File: src/rtl/stats_pkg.sv
// Shared types and widths for the window statistics sequencer and its variance datapath.
package stats_pkg;

  localparam int SAMPLE_W  = 16;
  localparam int ACC_W     = 64;
  localparam int VAR_W     = 32;
  localparam int EXP_CLAMP = 1024;

  typedef enum logic [2:0] {
    IDLE,
    CLEAR,
    ACCUM,
    SETTLE,
    CALC1,
    CALC2,
    EXP,
    OUT
  } state_t;

  // Exponent argument: negated, clamped, shifted variance as a signed Q8 value.
  function automatic logic [SAMPLE_W-1:0] exp_arg(input logic [VAR_W-1:0] v,
                                                  input int unsigned shift);
    logic [VAR_W-1:0]    s;
    logic [SAMPLE_W-1:0] t;
    s = v >> shift;
    if (s > VAR_W'(EXP_CLAMP)) s = VAR_W'(EXP_CLAMP);
    t = s[SAMPLE_W-1:0];
    return -t;
  endfunction

endpackage

File: src/rtl/stats_var_calc.sv
// Two-stage mean/variance datapath: stage 1 registers the window averages on start,
// stage 2 forms the clamped variance combinationally while done is high.
module stats_var_calc
  import stats_pkg::*;
#(
  parameter int LOG2_WIN = 4
) (
  input  logic                clk,
  input  logic                rst,
  input  logic                start,
  input  logic [ACC_W-1:0]    acc_sum,
  input  logic [ACC_W-1:0]    acc_sum_sq,
  output logic                done,
  output logic [SAMPLE_W-1:0] mean,
  output logic [VAR_W-1:0]    variance
);

  logic [ACC_W-1:0] sum_sh;
  logic [ACC_W-1:0] sq_sh;
  logic [VAR_W-1:0] msq;
  logic [VAR_W-1:0] mean_sq;
  logic             unused_hi;

  assign sum_sh = acc_sum >> LOG2_WIN;
  assign sq_sh  = acc_sum_sq >> LOG2_WIN;

  always_ff @(posedge clk or posedge rst) begin
    if (rst) begin
      done <= 1'b0;
      mean <= '0;
      msq  <= '0;
    end else begin
      done <= start;
      if (start) begin
        mean <= sum_sh[SAMPLE_W-1:0];
        msq  <= sq_sh[VAR_W-1:0];
      end
    end
  end

  // Truncation of the averages can make mean^2 exceed msq; report zero then.
  assign mean_sq  = VAR_W'(mean) * VAR_W'(mean);
  assign variance = (mean_sq > msq) ? '0 : (msq - mean_sq);

  assign unused_hi = ^{sum_sh[ACC_W-1:SAMPLE_W], sq_sh[ACC_W-1:VAR_W]};

endmodule

File: src/rtl/stats_window_ctrl.sv
// Sequences one window of 2^LOG2_WIN samples into the sum/sum-sq accumulator, then reports mean and variance.
// Build with STATS_EXP_SCORE_EN to add the EXP state that scores the variance through the external exp unit.
module stats_window_ctrl
  import stats_pkg::*;
#(
  parameter int LOG2_WIN    = 4,
  parameter int VAR_SHIFT   = 4,
  parameter int EXP_LATENCY = 6
) (
  input  logic                clk,
  input  logic                reset,
  input  logic                start,
  input  logic                abort,
  input  logic                s_valid,
  input  logic [SAMPLE_W-1:0] s_data,
  output logic                s_ready,
  output logic                acc_mode,
  output logic                acc_status,
  output logic [SAMPLE_W-1:0] acc_data,
  input  logic [ACC_W-1:0]    acc_sum,
  input  logic [ACC_W-1:0]    acc_sum_sq,
  output logic [SAMPLE_W-1:0] exp_in,
  input  logic [SAMPLE_W-1:0] exp_result,
  output logic                r_valid,
  input  logic                r_ready,
  output logic [SAMPLE_W-1:0] r_mean,
  output logic [VAR_W-1:0]    r_var,
  output logic [SAMPLE_W-1:0] r_exp,
  output logic                busy
);

  localparam int            CW   = LOG2_WIN + 1;
  localparam logic [CW-1:0] LAST = CW'((1 << LOG2_WIN) - 1);

  state_t              state;
  state_t              state_next;
  logic [CW-1:0]       cnt;
  logic                settle_2nd;
  logic                hs;
  logic                calc_start;
  logic                calc_done;
  logic [SAMPLE_W-1:0] calc_mean;
  logic [VAR_W-1:0]    calc_var;

  assign s_ready    = (state == ACCUM);
  assign hs         = s_valid && s_ready && !abort;
  assign busy       = (state != IDLE);
  assign r_valid    = (state == OUT);
  assign acc_mode   = !((state == IDLE) || (state == CLEAR));
  assign calc_start = (state == CALC1) && !abort;

`ifdef STATS_EXP_SCORE_EN
  localparam int ECW = $clog2(EXP_LATENCY + 1) + 1;

  logic [ECW-1:0] exp_cnt;
  logic           exp_last;

  assign exp_last = (exp_cnt == ECW'(EXP_LATENCY));
  assign exp_in   = (state == EXP) ? exp_arg(r_var, VAR_SHIFT) : '0;

  // exp_in is held steady for the whole EXP stay; the result is taken on its final cycle.
  always_ff @(posedge clk or posedge reset) begin
    if (reset) begin
      exp_cnt <= '0;
      r_exp   <= '0;
    end else begin
      exp_cnt <= ((state == EXP) && !exp_last) ? exp_cnt + ECW'(1) : '0;
      if ((state == EXP) && exp_last && !abort) r_exp <= exp_result;
    end
  end
`else
  logic unused_exp;

  assign unused_exp = ^{exp_result, 32'(VAR_SHIFT), 32'(EXP_LATENCY)};
  assign exp_in     = '0;
  assign r_exp      = '0;
`endif

  always_comb begin
    state_next = state;
    unique case (state)
      IDLE:   if (start) state_next = CLEAR;
      CLEAR:  state_next = ACCUM;
      ACCUM:  if (hs && (cnt == LAST)) state_next = SETTLE;
      SETTLE: if (settle_2nd) state_next = CALC1;
      CALC1:  state_next = CALC2;
`ifdef STATS_EXP_SCORE_EN
      CALC2:  state_next = EXP;
      EXP:    if (exp_last) state_next = OUT;
`else
      CALC2:  state_next = OUT;
`endif
      OUT:    if (r_ready) state_next = IDLE;
      default: state_next = IDLE;
    endcase
    if (abort) state_next = IDLE;
  end

  // acc_data/acc_status are registered: the accumulator adds one cycle after the handshake.
  always_ff @(posedge clk or posedge reset) begin
    if (reset) begin
      state      <= IDLE;
      cnt        <= '0;
      settle_2nd <= 1'b0;
      acc_status <= 1'b1;
      acc_data   <= '0;
      r_mean     <= '0;
      r_var      <= '0;
    end else begin
      state      <= state_next;
      settle_2nd <= (state == SETTLE) && !settle_2nd;
      acc_status <= !hs;
      if (hs) acc_data <= s_data;
      if (state == CLEAR) cnt <= '0;
      else if (hs)        cnt <= cnt + CW'(1);
      if (calc_done && !abort) begin
        r_mean <= calc_mean;
        r_var  <= calc_var;
      end
    end
  end

  stats_var_calc #(
    .LOG2_WIN(LOG2_WIN)
  ) u_var_calc (
    .clk       (clk),
    .rst       (reset),
    .start     (calc_start),
    .acc_sum   (acc_sum),
    .acc_sum_sq(acc_sum_sq),
    .done      (calc_done),
    .mean      (calc_mean),
    .variance  (calc_var)
  );

endmodule

File: config.mk
export PLATFORM = sky130hd
export DESIGN_NAME = stats_window_ctrl
export DESIGN_NICKNAME = d
export VERILOG_FILES = /design/src/rtl/stats_pkg.sv /design/src/rtl/stats_var_calc.sv /design/src/rtl/stats_window_ctrl.sv
export SDC_FILE = /design/constraint.sdc
export NUM_CORES = 1
export LEC_CHECK = 0
export CORE_ASPECT_RATIO = 0.6
export CORE_MARGIN = 8
export CORE_UTILIZATION = 58
export DETAILED_ROUTE_END_ITERATION = 8
export PLACE_DENSITY_LB_ADDON = 0.12
export SYNTH_ARGS = -nofsm -noshare
export SYNTH_HDL_FRONTEND = slang
export SYNTH_SLANG_ARGS = --single-unit
File: constraint.sdc
create_clock -name clk -period 22.5 [get_ports clk]
set_clock_uncertainty 0.2 [all_clocks]
set_input_delay 4.5 -clock clk [delete_from_list [all_inputs] [get_ports clk]]
set_output_delay 4.5 -clock clk [all_outputs]
set_load 0.02 [all_outputs]
* After elaboration in Yosys (flattened, before gate mapping) *
Cells that the tools add are included.

storage, ports and cells
  flip-flop bits (word level) = 123
  bits of input ports = 166
  logic and storage cells = 49

cells by class
  add/subtract/negate cells = 2
  $mul = 1
  magnitude comparators = 1
  equality and inequality tests = 11
  mux-type cells = 9
  reduce and logical (&&, ||, !) cells = 15

operators by type and width
  operator             number
  $gt 32x32->1         1
  $mul 16x16->32       1
  $mux 32              1
  $sub 32x32->32       1
  $pmux 3 s7           1
  $mux 3               5
  $mux 5               2
  $eq 3x3->1 const B   3
  $eq 3x2->1 const B   2
  $logic_and 1x1->1    6
  $ne 3x2->1 const B   2
  $ne 3x3->1 const B   2
  $add 5x1->5 const B  1
  $eq 5x4->1 const B   1
  $logic_not 1->1      4
  $reduce_and 4->1     1
  $eq 3x1->1 const B   1
  $logic_not 3->1      1
  $reduce_bool 3->1    1
  $reduce_bool 2->1    1
  $logic_or 1x1->1     1

* Logic depth before layout (Yosys ltp) *
Gate-level depths: netlist of the first run.

  depth in word-level cells = 7
  mapped depth = 34

* By module *
Synthesis of the first run repeated with hierarchy kept, for this count alone.

unflattened totals
  cell total of the unflattened synthesis = 1450
  area, all modules = 14197.4 µm²

modules (own cells, without submodules)
  module             instances  cells each  area each (µm²)  seq. area each (µm²)
  stats_var_calc     1          1217        10881.7          1226.2
  stats_window_ctrl  1          233         3315.7           1853.0

* Worst setup path before layout of the first run *
Ideal clock, no wire load.

  path type = register to register
  from = register u_var_calc.mean[4]
  to = register r_var[31]
  arrival time = 7.642 ns
  setup slack = 14.512 ns
  cell stages (with the launch flop) = 31
  period minus slack after synthesis = 7.988 ns
  path through = dfrtp_1 -> clkbuf_1 -> buf_1 -> nand2_1 -> fa_1 -> fa_1 -> inv_1 -> fa_1 -> fa_1 -> fa_1 -> inv_1 -> fa_1 -> inv_1 -> ha_1 -> a21oi_1 -> a21oi_1 -> a2111oi_0 -> a21boi_2 -> a21boi_1 -> a31oi_1 -> a21oi_1 -> xnor2_1 -> ha_1 -> and3_1 -> a221o_1 -> a21oi_1 -> o31ai_1 -> a21oi_1 -> o31a_1 -> buf_2 -> o311ai_0

on the way
  word-level cells in the longest chain between the ends = 3

ends and longest elaborated chain
  item                                            RTL line                  source
  start: declaration                              stats_var_calc.sv:14      output logic [SAMPLE_W-1:0] mean,
  start signal: assignment                        stats_var_calc.sv:35      mean <= sum_sh[SAMPLE_W-1:0];
  $mul 16x16->32 (*)                              stats_var_calc.sv:42      assign mean_sq = VAR_W'(mean) * VAR_W'(mean);
  $sub 32x32->32 or $gt 32x32->1 (tied branches)  stats_var_calc.sv:43      assign variance = (mean_sq > msq) ? '0 : (msq - mean_sq);
  $mux 32 (*)                                     stats_var_calc.sv:43
  end signal: assignment                          stats_window_ctrl.sv:118  r_var <= calc_var;
  end: declaration                                stats_window_ctrl.sv:27   output logic [VAR_W-1:0] r_var,

Every way passes the cells marked *; elsewhere a longest branch is shown, timed or not.
A chain may end at the register's enable or synchronous reset.

* Final worst setup path of the first run *
  from = register u_var_calc.mean[2]
  to = register r_var[14]

The elaborated chain is that of the path after synthesis.

==> results of run 1 <==
## critical path: cells and delay by family, from the launching register on
family,cells,cell delay (ns)
AO/OA/AOI/OAI,13,3.85
buffers and inverters,4,0.53
adder cells (fa/ha/maj),8,3.42
AND/OR/NAND/NOR,3,0.95
XOR/XNOR,2,0.45
flip-flops,1,0.77
## flip-flops by register name, indices dropped and copies added, names as in the netlist
register and count:
r_var 32, state 3, r_mean 16, u_var_calc.done 1, acc_data 16, u_var_calc.msq 32, cnt 5, u_var_calc.mean 16
acc_status 1, settle_2nd 1
## logic make-up (layout without fill, tap and decap cells)
logic type,Yosys count,after routing
AOI/OAI and AO/OA,239,239
and+or+nand+nor,362,362
adders and majority gates,298,298
buffers and inverters,328,421
xor gates and xnor gates,58,58
DFF,123,123
muxes,55,55
other,1,33
## stage by stage
stage / hold WS (ns) / area (um^2) / cells / setup WS [ns] / util, %
2_1_floorplan: 0.269 / 13900 / 1495 / 14.51 / -
3_3_place_gp: 0.262 / 15300 / 1871 / 12.44 / 66.0
3_5_place_dp: 0.266 / 15300 / 1871 / 12.37 / 66.0
4_1_cts: 0.279 / 16000 / 1903 / 12.27 / 68.7
5_1_grt: 0.287 / 16000 / 1903 / 11.52 / 68.7
6_report: 0.277 / 16000 / 1904 / 12.16 / 68.7
## placed cells by master (no fill, tap or decap), drive strengths merged, types with 19 or more instances in the layout
| cell | instances |
|---|---|
| a21o | 36 |
| clkbuf | 19 |
| mux2 | 55 |
| nand2 | 178 |
| inv | 250 |
| fa | 160 |
| xnor2 | 33 |
| clkdlybuf4s50 | 138 |
| and2 | 47 |
| nor2 | 45 |
| xor2 | 25 |
| o21ai | 56 |
| ha | 138 |
| a21oi | 50 |
| dfrtp | 122 |
| conb | 32 |
| o31ai | 22 |
## worst min-delay path by stage
| stage | startpoint | to | slack (ns) | depth (start not counted) |
|---|---|---|---|---|
| after floorplan | cnt[4] | cnt[4] | 0.27 | 2 |
| after global placement | r_var[3] | r_var[3] | 0.26 | 2 |
| after detailed placement | r_var[0] | r_var[0] | 0.27 | 2 |
| after CTS | r_var[0] | r_var[0] | 0.28 | 2 |
| after global routing | r_var[2] | r_var[2] | 0.29 | 2 |
| final | r_mean[6] | r_mean[6] | 0.28 | 2 |
## metal layers
metal  wire length [um]  GRT usage, %  share of wire [%]  vias to the layer above
li1                   -             -                  -                     4913
met1              15500          33.4                 46                     5171
met2              15600          37.5                 47                      291
met3               2030          4.95                6.1                       25
met4                237          4.14               0.71                        0
met5                  0             0                  0                        -
## layout make-up
class / instances / area, um^2 / area share [%]
tap: 315 / 394 / 2.47
inverter: 246 / 926 / 5.80
clock buffer: 19 / 443 / 2.77
antenna: 1 / 2.50 / 0.0157
multi-input combinational: 1044 / 9510 / 59.6
clock inverter: 13 / 190 / 1.19
timing repair buffer: 143 / 1420 / 8.89
sequential: 123 / 3080 / 19.3
==> results by group, run 1 <==
STA
  – RSZ-0062 raised after global routing: no
  – Final Cycle Share: 46.0%
  – Worst slew margin: 20.7%
  – Setup TNS: 0 ns
  – Count of final setup violators: 0
  – Fin. Hold Viols: 0
  – Worst slew pin tran: 1.19 ns
  – Min Tclk post-route: 10.34 ns
  – Fmax: 96.7 MHz
  – Max Slew Vio Count: 0

CTS
  – Hold-fix buffers at CTS: 0
  – Clock-pin slew on the worst setup and hold paths: 0.06 ns
  – Post-CTS Setup Repair Bufs: 0
  – CTS tree: yes
  – Root Buffer: clkbuf_16
  – Skew-Pair Late Insertion Delay: 0.44 ns
  – Clk buf depth: 2
  – Total CTS buffers: 17
  – H-tree depth: 4
  – CTS sink cnt: 123
  – Post_cts resized: 0

Synth
  – Most frequent cell after synthesis: inv_1
  – Most common library cells after synthesis: inv_1, nand2_1, fa_1, ha_1, dfrtp_1
  – Asr flop ratio synth: 100%
  – Post-Synth XOR/XNOR Area: 3.68%
  – Synth top area share: 23.2%
  – Distinct cells, synth: 66
  – Post-synth EDFFs: 0
  – FF+latch count, synth: 123
  – Leading area contributor after synthesis: fa_1
  – Synth Area in Adders: 35.7%
  – Main combinational cell family by area after synthesis: adder cells
  – Post-synthesis compound-gate area fraction: 11.8%
  – Seq/Total Area, Yosys: 22.3%
  – Post-Syn Area: 13800 um^2
  – Mean Syn Cell Area: 9.44 um^2
  – Simple-gate share of the synthesized area: 12.3%
  – Synth area leaders: fa_1, dfrtp_1, ha_1
  – Synth warn: 0
  – Post-synthesis mux area share: 4.48%
  – Top FF cell, synth: dfrtp_1
  – Cell count after synthesis: 1464

Critical path
  – Startpoint Class: flip-flop
  – Reg2Reg Depth: 30
  – Slowest CP cell: o31a_1
  – Worst Path Arrival: 10.43 ns
  – Reg-to-reg startpoint: u_var_calc.mean[2]
  – RR Endpoint: r_var[14]
  – Worst setup path category: reg2reg
  – Reg2reg setup slack: 12.16 ns
  – Worst EP required: 22.59 ns
  – Crit path to: r_var[14]
  – Crit. Startpoint: u_var_calc.mean[2]
  – CP Capture Type: flip-flop
  – Largest stage delay on the critical path: 0.96 ns
  – Crit Path Max Fanout: 25

Global route
  – First-pass GRT wire length: 55600 um
  – Vias in the first global route: 10700
  – Largest net degree at the start of global routing: 80
  – Grt ovf: 0
  – GRT Util Overall: 23.6%
  – Initial antenna violation count: 0

Layout
  – Area Growth Syn to Fin: 15.5%
  – Layout cell share with drive strength beyond 1: 7.12%
  – FILL cells: 1873
  – Nets: 2039

Placement
  – GP Congestion: 0.896
  – Port Buffers: 138
  – Post-DP HPWL: 26500 um

Floorplanning
  – # IOs: 267
  – Die span in y: 136 um
  – CORE AREA: 23200 um^2
  – Die area: 29200 um^2
  – Die width: 215 um
  – Rows: 43
  – Starting density of the core: 59.5%

Hold path
  – Hold crit path type: reg2reg

Drt
  – # DRC: 0
  – Post-DR wirelength/cell: 17.5 um
  – Final WL: 33400 um
  – Pre-Repair DR Iteration Count: 6
  – Number of DRC markers in iteration 0: 619
  – ANT nets after route: 0
  – Vias post-DR: 10400
  – Vias/cell: 5.46

Run
  – Max cap viols: 0

Status
  – Status: finished, final reports clean
Power of run 1 is not shown: default switching activity piles up to over one toggle a cycle in this logic, so the estimate is an artifact.
==> run 2: changes to the inputs <==
- CORE_UTILIZATION: 58 -> 54
- clock period: 22.5 -> 10.1 ns (I/O delays scaled with it)
==> run 2 against run 1 <==
Routed wire length increased by 3.7%. Critical path depth is the same. Setup slack lost 11 ns. Fmax rose by 11%. Die area up 6.7%. Critical endpoint is now r_var[26]. Global-route usage is 0.74 points lower. Critical path type unchanged.
==> results by group, run 2 (synthesis gave the netlist of run 1 again) <==
Global route
  – Grt ovf: 0 (unchanged)
  – GRT Util Overall: 22.8% (-0.74 points)
  – First-pass GRT wire length: 56800 um (+2.1%)
  – Largest net degree at the start of global routing: 60 (-25%)
  – Vias in the first global route: 10600 (-0.20%)
  – Initial antenna violation count: 0 (unchanged)

Hold path
  – Hold crit path type: reg2reg
  – HP Start: r_mean[4]

CTS
  – Skew-Pair Late Insertion Delay: 0.44 ns (about the same)
  – Total CTS buffers: 17 (unchanged)
  – Post_cts resized: 0 (unchanged)
  – H-tree depth: 4 (unchanged)
  – CTS sink cnt: 123 (unchanged)
  – CTS tree: yes
  – Hold-fix buffers at CTS: 0 (unchanged)
  – Clock-pin slew on the worst setup and hold paths: 0.07 ns (about the same)
  – Root Buffer: clkbuf_16
  – Post-CTS Setup Repair Bufs: 0 (unchanged)
  – Clk buf depth: 2 (unchanged)

Placement
  – Post-DP HPWL: 28000 um (+5.6%)
  – GP Congestion: 0.903 (+0.79%)
  – Port Buffers: 138 (unchanged)

STA
  – Fmax: 107 MHz (+11%)
  – RSZ-0062 raised after global routing: no
  – Min Tclk post-route: 9.36 ns (-0.983 ns)
  – Worst slew margin: 20.6% (-0.071 points)
  – Worst slew pin tran: 1.19 ns (-0.00226 ns)
  – Fin. Hold Viols: 0 (unchanged)
  – Max Slew Vio Count: 0 (unchanged)
  – Final Cycle Share: 92.6% (+47 points)
  – Count of final setup violators: 0 (unchanged)
  – Setup TNS: 0 ns (unchanged)

Critical path
  – CP Capture Type: flip-flop
  – Worst EP required: 10.21 ns (-12.38 ns)
  – Largest stage delay on the critical path: 0.81 ns (-0.15 ns)
  – Slowest CP cell: dfrtp_1
  – Worst Path Arrival: 9.46 ns (-0.97 ns)
  – Crit. Startpoint: u_var_calc.mean[2]
  – Reg-to-reg startpoint: u_var_calc.mean[2]
  – Reg2reg setup slack: 0.74 ns (-11.42 ns)
  – Startpoint Class: flip-flop
  – Crit Path Max Fanout: 16 (-36%)
  – Worst setup path category: reg2reg

Layout
  – Largest registers: r_var: 32 flops, u_var_calc.msq: 32 flops
  – Antenna diodes: 0 (-1)
  – Layout cell share with drive strength beyond 1: 8.04% (+0.93 points)
  – Area Growth Syn to Fin: 16.5%
  – Nets: 2055 (+0.78%)
  – Most frequent cells in the layout: inv_1, nand2_1, fa_1
  – Most common cell after layout, fill and taps aside: inv_1

Drt
  – ANT nets after route: 0 (unchanged)
  – Vias post-DR: 10400 (+0.22%)
  – Final WL: 34600 um (+3.7%)
  – Pre-Repair DR Iteration Count: 5 (-1)
  – Number of DRC markers in iteration 0: 695 (+12%)
  – Vias/cell: 5.39 (-1.3%)
  – # DRC: 0 (unchanged)
  – Post-DR wirelength/cell: 17.9 um (+2.1%)

Status
  – Status: finished, final reports clean

Floorplanning
  – Rows: 45 (+4.7%)
  – Die span in y: 140 um (+3.2%)
  – Die area: 31100 um^2 (+6.7%)
  – CORE AREA: 25200 um^2 (+8.5%)
  – Starting density of the core: 54.8% (-4.7 points)
  – Die width: 223 um (+3.4%)
  – # IOs: 267 (unchanged)

Run
  – Max cap viols: 0 (unchanged)
run 2: cell count changes in the layout (fill, tap and decap cells not counted), sizes merged:
cell,change
buf,+16
clkbuf,-1
clkinv,-2
diode,-1
inv,+3
run 2: final cells by class:
class	instances	area, um^2
clock inverter	14	205
clock buffer	18	429
sequential	123	3080
timing repair buffer	159	1540
fill	2152	9120
multi-input combinational	1044	9510
inverter	246	926
tap	329	412
run 2: critical path, delay by kind of cell (launching register included):
family          cells  cell delay [ns]
simple gates        3             0.82
buf+inv             4             0.28
flops               1             0.81
xor+xnor            2             0.45
fa+ha+maj           8             3.44
compound gates     13             3.23
run 2: worst paths after layout:
check / to / depth (start not counted)
worst min register to register: r_mean[4] / 2
worst max-delay path: r_var[26] / 30
max in group asynchronous: u_var_calc.msq[4] / 3
worst max register to register: r_var[26] / 30
min in group asynchronous: u_var_calc.msq[0] / 2
worst min-delay path: r_mean[4] / 2
run 2: stage by stage:
stage / hold slack (ns) / util (%) / setup WS (ns) / std cells / area (um^2)
after floorplan: 0.269 / - / 2.11 / 1495 / 13900
after global placement: 0.258 / 61.3 / 0.923 / 1901 / 15500
after detailed placement: 0.270 / 61.3 / 0.826 / 1901 / 15500
after CTS: 0.284 / 63.8 / 0.781 / 1933 / 16100
after global routing: 0.300 / 63.8 / 0.0413 / 1933 / 16100
final: 0.281 / 63.8 / 0.744 / 1933 / 16100
run 2: per-layer routing:
| layer | up-vias | GRT usage (%) | wire (um) |
|---|---|---|---|
| li1 | 4946 | - | - |
| met1 | 5220 | 32.7 | 16600 |
| met2 | 220 | 35.7 | 15900 |
| met3 | 37 | 4.38 | 1600 |
| met4 | 0 | 4.77 | 484 |
| met5 | - | 0 | 0 |
Power of run 2 is left out for the same reason.
==> run 3: changes to the inputs <==
- CTS_CLUSTER_SIZE: not set -> 25
==> results of run 3 <==
The final DEF is identical to that of run 2; final timing and power are the same.
Power of run 3 is left out for the same reason.
